File: src/rtl/uart_rx_pkg.sv
// Shared UART RX definitions: default widths, supported prescale ratios and
// the bit-resolution helpers used by the sampler and the RX control FSM.
package uart_rx_pkg;

  localparam int DEFAULT_PRESCALE_W = 6;
  localparam int DEFAULT_BIT_CNT_W  = 4;

  localparam logic [DEFAULT_PRESCALE_W-1:0] PRESCALE_8  = 6'd8;
  localparam logic [DEFAULT_PRESCALE_W-1:0] PRESCALE_16 = 6'd16;
  localparam logic [DEFAULT_PRESCALE_W-1:0] PRESCALE_32 = 6'd32;

  localparam int FRAME_BITS_MAX = 11;

  typedef enum logic [1:0] {
    SMP_NONE,
    SMP_FIRST,
    SMP_SECOND,
    SMP_VOTE
  } sample_point_e;

  function automatic logic majority3(input logic a, input logic b, input logic c);
    return (a & b) | (a & c) | (b & c);
  endfunction

endpackage

File: src/rtl/uart_rx_edge_bit_counter.sv
// Oversampling edge counter within a bit and completed-bit counter within a
// frame; both clear synchronously whenever the FSM drops enable.
module uart_rx_edge_bit_counter
  import uart_rx_pkg::*;
#(
  parameter int PRESCALE_W = DEFAULT_PRESCALE_W,
  parameter int BIT_CNT_W  = DEFAULT_BIT_CNT_W
) (
  input  logic                  clk,
  input  logic                  rst,
  input  logic                  enable,
  input  logic [PRESCALE_W-1:0] Prescale,
  output logic [PRESCALE_W-1:0] edge_count,
  output logic [BIT_CNT_W-1:0]  bit_count
);

  logic [PRESCALE_W-1:0] r_edge_count;
  logic [BIT_CNT_W-1:0]  r_bit_count;
  logic [PRESCALE_W-1:0] w_last;

  // Modular subtraction: an out-of-range Prescale still yields a wrap point.
  assign w_last = Prescale - PRESCALE_W'(1);

  always_ff @(posedge clk or posedge rst) begin
    if (rst) begin
      r_edge_count <= '0;
      r_bit_count  <= '0;
    end else if (!enable) begin
      r_edge_count <= '0;
      r_bit_count  <= '0;
    end else if (r_edge_count == w_last) begin
      r_edge_count <= '0;
      r_bit_count  <= r_bit_count + BIT_CNT_W'(1);
    end else begin
      r_edge_count <= r_edge_count + PRESCALE_W'(1);
    end
  end

  assign edge_count = r_edge_count;
  assign bit_count  = r_bit_count;

endmodule

File: src/rtl/uart_rx_edge_sampler.sv
// UART RX oversampling front end: edge/bit counters plus a 3-sample majority
// vote around mid-bit, producing one sample_valid pulse per resolved bit.
module uart_rx_edge_sampler
  import uart_rx_pkg::*;
#(
  parameter int PRESCALE_W = DEFAULT_PRESCALE_W,
  parameter int BIT_CNT_W  = DEFAULT_BIT_CNT_W
) (
  input  logic                  clk,
  input  logic                  rst,
  input  logic                  enable,
  input  logic                  sample_en,
  input  logic                  RX_IN,
  input  logic [PRESCALE_W-1:0] Prescale,
  output logic [PRESCALE_W-1:0] edge_count,
  output logic [BIT_CNT_W-1:0]  bit_count,
  output logic                  sampled_bit,
  output logic                  sample_valid
);

  logic [PRESCALE_W-1:0] w_edge_count;
  logic [PRESCALE_W-1:0] w_half;
  logic [PRESCALE_W-1:0] w_first;
  logic [PRESCALE_W-1:0] w_vote;
  sample_point_e         w_point;

  logic r_s0;
  logic r_s1;
  logic r_sampled_bit;
  logic r_sample_valid;

  uart_rx_edge_bit_counter #(
    .PRESCALE_W (PRESCALE_W),
    .BIT_CNT_W  (BIT_CNT_W)
  ) u_counter (
    .clk        (clk),
    .rst        (rst),
    .enable     (enable),
    .Prescale   (Prescale),
    .edge_count (w_edge_count),
    .bit_count  (bit_count)
  );

  assign w_half  = Prescale >> 1;
  assign w_first = w_half - PRESCALE_W'(1);
  assign w_vote  = w_half + PRESCALE_W'(1);

  // Earlier sample points win when tiny Prescale values make them alias.
  always_comb begin
    w_point = SMP_NONE;
    if (enable && sample_en) begin
      if (w_edge_count == w_first)
        w_point = SMP_FIRST;
      else if (w_edge_count == w_half)
        w_point = SMP_SECOND;
      else if (w_edge_count == w_vote)
        w_point = SMP_VOTE;
    end
  end

  always_ff @(posedge clk or posedge rst) begin
    if (rst) begin
      r_s0           <= 1'b1;
      r_s1           <= 1'b1;
      r_sampled_bit  <= 1'b1;
      r_sample_valid <= 1'b0;
    end else begin
      r_sample_valid <= 1'b0;
      case (w_point)
        SMP_FIRST:  r_s0 <= RX_IN;
        SMP_SECOND: r_s1 <= RX_IN;
        SMP_VOTE: begin
          r_sampled_bit  <= majority3(r_s0, r_s1, RX_IN);
          r_sample_valid <= 1'b1;
        end
        default: ;
      endcase
    end
  end

  assign edge_count   = w_edge_count;
  assign sampled_bit  = r_sampled_bit;
  assign sample_valid = r_sample_valid;

endmodule

File: config.mk
export PLATFORM = sky130hd
export DESIGN_NAME = uart_rx_edge_sampler
export DESIGN_NICKNAME = d
export VERILOG_FILES = /design/src/rtl/uart_rx_pkg.sv /design/src/rtl/uart_rx_edge_bit_counter.sv /design/src/rtl/uart_rx_edge_sampler.sv
export SDC_FILE = /design/constraint.sdc
export NUM_CORES = 1
export LEC_CHECK = 0
export BUFFER_PORTS_ARGS = -buffer_cell sky130_fd_sc_hd__buf_4
export CAP_MARGIN = 20
export CELL_PAD_IN_SITES_DETAIL_PLACEMENT = 1
export CELL_PAD_IN_SITES_GLOBAL_PLACEMENT = 2
export CORE_MARGIN = 2
export CORE_UTILIZATION = 32
export CTS_CLUSTER_DIAMETER = 150
export DETAILED_ROUTE_END_ITERATION = 7
export PLACE_DENSITY = 0.81
export SYNTH_ARGS = -nofsm -noshare
export SYNTH_HDL_FRONTEND = slang
export SYNTH_HIERARCHICAL = 1
export SYNTH_SLANG_ARGS = --single-unit
File: constraint.sdc
create_clock -name clk -period 2.4 [get_ports clk]
set_input_delay 0.48 -clock clk [delete_from_list [all_inputs] [get_ports clk]]
set_output_delay 0.48 -clock clk [all_outputs]
set_load 0.03 [all_outputs]
Yosys cells after proc, flatten, opt, wreduce, memory -nomap -nowiden:

Index checks and enable logic that the tools add are counted.
Widths: inputs -> output; s select.

* register bits: 14
* input port bits: 11
* output and inout bits: 12
* logic and storage cells: 34

* add/subtract/negate cells: 5
* equality and inequality tests: 8
* multiplexer cells: 9
* bitwise logic cells: 5
* reductions and logical operators: 1

Operators by type and width (number)
* $eq 6x6->1: 3
* $mux 6: 2
* $mux 2: 4
* $mux 4: 2
* $add 5x1->6 const B: 1
* $add 6x1->6 const B: 1
* $eq 6x5->1: 1
* $sub 5x1->6 const B: 1
* $sub 6x1->6 const B: 1
* $add 4x1->4 const B: 1
* $eq 2x2->1 const B: 2
* $and 1x1->1: 3
* $eq 2x1->1 const B: 1
* $ne 2x1->1 const B: 1
* $or 1x1->1: 2
* $logic_and 1x1->1: 1
* $mux 1: 1

Longest topological paths before layout:

* depth in word-level cells: 8
* depth in mapped cells: 7
* depth with buffers taken out: 7

By module:

The synthesis kept the hierarchy.

By module, submodules not included
* uart_rx_edge_bit_counter: times used 1, cells an instance 66, area each 630.6 um^2, sequential area each 250.2 um^2
* uart_rx_edge_sampler: times used 1, cells an instance 51, area each 452.9 um^2, sequential area each 103.8 um^2

Least setup slack after synthesis:

No wires, ideal clock.

* path kind: register -> register
* start: reg u_counter.r_edge_count[3], in the netlist u_counter/edge_count[3]
* end: reg r_s0
* library setup time: 85 ps
* data arrival time: 1952 ps
* required time: 2315 ps
* path slack: 363 ps
* cell stages (with the launch flop): 6
* path buffers: 0
* clock period less this slack: 2037 ps
* cell sequence: dfrtp_1 -> xnor2_2 -> xnor2_1 -> or3_1 -> a2111oi_2 -> mux2_1

* longest elaborated chain between the ends: 6
* elaborated cells on any way between the ends: 8
* those cells by class: eq/ne: 4; mux: 4

RTL lines
* start, declared: line uart_rx_edge_bit_counter.sv:17 `logic [PRESCALE_W-1:0] r_edge_count;`
* start signal, assigned: line uart_rx_edge_bit_counter.sv:35 `r_edge_count <= r_edge_count + PRESCALE_W'(1);`
* $eq 6x6->1: line uart_rx_edge_sampler.sv:56 `else if (w_edge_count == w_vote)`
* $mux 2: line uart_rx_edge_sampler.sv:56
* $mux 2: line uart_rx_edge_sampler.sv:54 `else if (w_edge_count == w_half)`
* $mux 2 (*): line uart_rx_edge_sampler.sv:52 `if (w_edge_count == w_first)`
* $mux 2 (*): line uart_rx_edge_sampler.sv:51 `if (enable && sample_en) begin`
* $eq 2x1->1 (*): line uart_rx_edge_sampler.sv:69 `case (w_point)`
* end signal, assigned: line uart_rx_edge_sampler.sv:63 `r_s0 <= 1'b1;`
* end signal, assigned: line uart_rx_edge_sampler.sv:70 `SMP_FIRST: r_s0 <= RX_IN;`
* end, declared: line uart_rx_edge_sampler.sv:27 `logic r_s0;`

Every way passes the cells marked *; elsewhere a longest branch is shown, timed or not.
A chain may end at the register's enable or synchronous reset.

Final worst setup path:

Same ends and word-level chain as after synthesis.

==> results.json <==
{
  "cts_resized": 0,
  "synth.distinct_cells": 39,
  "yosysMostFrequentCell": "nor2_1",
  "cts_buffer_depth": 2,
  "layout-drive-gt1-share_pct": 25.2,
  "area_growth_pct": 24.1,
  "fmax_ghz": 0.463,
  "die_area_um2": 3870,
  "pin_count": 23,
  "avgSynthCellArea_um2": 9.26,
  "arrival_ns": 2.37,
  "cp-end-kind": "flip-flop",
  "finalHoldViolCount": 0,
  "slew_violations": 0,
  "fin_nets": 160,
  "leakage_nw": 0.607,
  "wirelength_mm": 2.73,
  "std_cell_rows": 21,
  "wl_per_cell_um": 14.4,
  "drt_pass1_iterations": 2,
  "clkLatencyLatePin_ns": 0.28,
  "drt_iter0_markers": 25,
  "synthesis.area_um2": 1080,
  "synthXorXnorAreaFrac_pct": 17.7,
  "clkTransAtPathRegs_ns": 0.09,
  "hold_buffers": 0,
  "synth_top_area_share_pct": 25.4,
  "root_buffer": "clkbuf_4",
  "tightest_slew_ns": 0.465,
  "finalSetupTns_ns": 0,
  "synth_top_flop_cell": "dfrtp_1",
  "post-place-ws_ns": 0.0397,
  "min_period_over_period_pct": 89.9,
  "clock_sinks": 14,
  "synth_edf_count": 0,
  "syn_nets": 133,
  "synth_compound_area_share_pct": 10.4,
  "cts_tree": "built",
  "port_buffers": 22,
  "grt_pass1_vias": 1006,
  "synthSimpleGateAreaFrac_pct": 23.4,
  "cts-buffers-inserted": 3,
  "cp-start-kind": "flip-flop",
  "synth_warnings": 6,
  "setup_ws_ns": 0.242,
  "place_congestion": 0.734,
  "synth_top_family_by_area": "simple AND/OR/NAND/NOR gates",
  "initial_core_util_pct": 33.0,
  "antenna_cells": 0,
  "ys_ff_latch": 14,
  "rsz0062_at_grt": "no",
  "drc": 0,
  "min_period_ns": 2.16,
  "grt_pass1_wl_mm": 4.89,
  "dieHeight_um": 62.2,
  "grt.overflow.total": 0,
  "critPathKind": "reg -> reg",
  "cap_violations": 0,
  "track_usage_pct": 15.9,
  "cts_setup_buffers": 0,
  "slew_headroom_pct": 69.0,
  "core-area_um2": 3280,
  "via_per_inst": 5.01,
  "fin_skew_ns": 0.00484,
  "synthMuxAreaShare_pct": 5.89,
  "ir_drop_v": 0.000239,
  "synthTopCellsByArea": "dfrtp_1 25%, xnor2_1 8.1%, xor2_1 8.1%, dfstp_2 7.3%, ha_1 5.8%",
  "dieWidth_um": 62.2,
  "hpwl_mm": 2.17,
  "grt_max_degree": 14,
  "required_ns": 2.61,
  "r2r-start": "u_counter/edge_count[3]$_DFF_PP0_",
  "ant_nets": 0,
  "synth_fa_ha_area_share_pct": 6.70,
  "antenna_found_initial": 0,
  "ys_async_sr_fraction_pct": 100,
  "startpoint": "u_counter/edge_count[3]$_DFF_PP0_",
  "hold_path.class": "in -> async",
  "setup_viol": 0,
  "synth_seq_area_share_pct": 32.7,
  "finalPower_mw": 0.604,
  "status": "complete, no violations",
  "cp_max_fo": 6,
  "htreeDepth": 1,
  "yosys.area.top_type": "dfrtp_1",
  "n_fill_cell": 402,
  "yosys-top-cells-count": "13 x nor2_1, 11 x dfrtp_1, 10 x xnor2_1, 10 x xor2_1, 9 x nand2_1",
  "synthCells": 117,
  "p_per_area_nw_per_um2": 449,
  "vias": 946
}
==> final timing paths <==
check | to | slack, ns | depth (start not counted)
max | r_s0$_DFFE_PP1N_ | 0.24 | 5
min | sample_valid$_DFF_PP0_ | 0.09 | 2
max reg2reg | r_s0$_DFFE_PP1N_ | 0.24 | 5
min reg2reg | u_counter/bit_count[3]$_DFFE_PP0P_ | 0.57 | 2
max in group asynchronous | u_counter/bit_count[3]$_DFFE_PP0P_ | 1.92 | 2
min in group clk | r_s0$_DFFE_PP1N_ | 0.45 | 2
==> state kept, by name (all words and copies together), names as in the netlist <==
register	cells
u_counter/edge_count	6
u_counter/bit_count	4
r_s0	1
r_s1	1
sample_valid	1
sampled_bit	1
==> where the power goes <==
group	leakage [nW]	internal [mW]	switching, mW
Sequential	0.182	0.258	0.0202
Combinational	0.403	0.0678	0.0871
Clock	0.0210	0.0922	0.0790
Total	0.607	0.418	0.186
==> area by class of cell <==
type | count | area [µm²] | share of cell area [%]
multi-input combinational | 94 | 694 | 51.6
timing repair buffer | 23 | 173 | 12.8
clock buffer | 4 | 36.3 | 2.70
inverter | 8 | 30.0 | 2.23
tap | 46 | 57.6 | 4.28
sequential | 14 | 354 | 26.3
==> stage by stage <==
step	hold WS (ns)	cells	utilization [%]	instance area [µm²]
after floorplan	0.244	117	-	1080
after global placement	0.379	185	39.8	1310
after detailed placement	0.400	185	39.8	1310
after CTS	0.0879	189	41.0	1350
after global routing	0.0856	189	41.0	1350
final	0.0873	189	41.0	1350
==> cell usage in the layout (no fill, tap or decap), types with 3 or more instances in the layout <==
cell type | Yosys | final
nand3_1 | 6 | 6
nand2b_1 | 4 | 4
xor2_1 | 10 | 10
buf_4 | 0 | 23
dfstp_2 | 3 | 3
mux2i_1 | 3 | 3
nor2_1 | 13 | 13
mux2_1 | 3 | 3
clkbuf_4 | 0 | 3
or3_1 | 3 | 3
xnor2_1 | 10 | 10
dfrtp_1 | 11 | 11
inv_1 | 8 | 8
ha_1 | 5 | 5
nand2_1 | 9 | 9
==> per-layer routing <==
| layer | global-route usage (%) | vias to the layer above | share of wire [%] |
|---|---|---|---|
| met1 | 20.9 | 475 | 47 |
| met2 | 27.2 | 15 | 50 |
| met5 | 0 | - | 0 |
| met3 | 2.72 | 2 | 3.0 |
| li1 | - | 454 | - |
| met4 | 4.17 | 0 | 0.51 |
==> worst max-delay path, stage by stage, from the launching register on <==
cell	delay, ns
dfrtp_1	0.50
xnor2_2	0.33
xnor2_1	0.11
or3_1	0.33
a2111oi_2	0.45
mux2_1	0.37
==> cell families after synthesis <==
kind of cell,after synthesis
flops,14
xor+xnor,21
mux,6
fa+ha+maj,6
buf+inv,9
compound gates,13
simple gates,48
No activity file was read; power rests on OpenSTA's default activity.
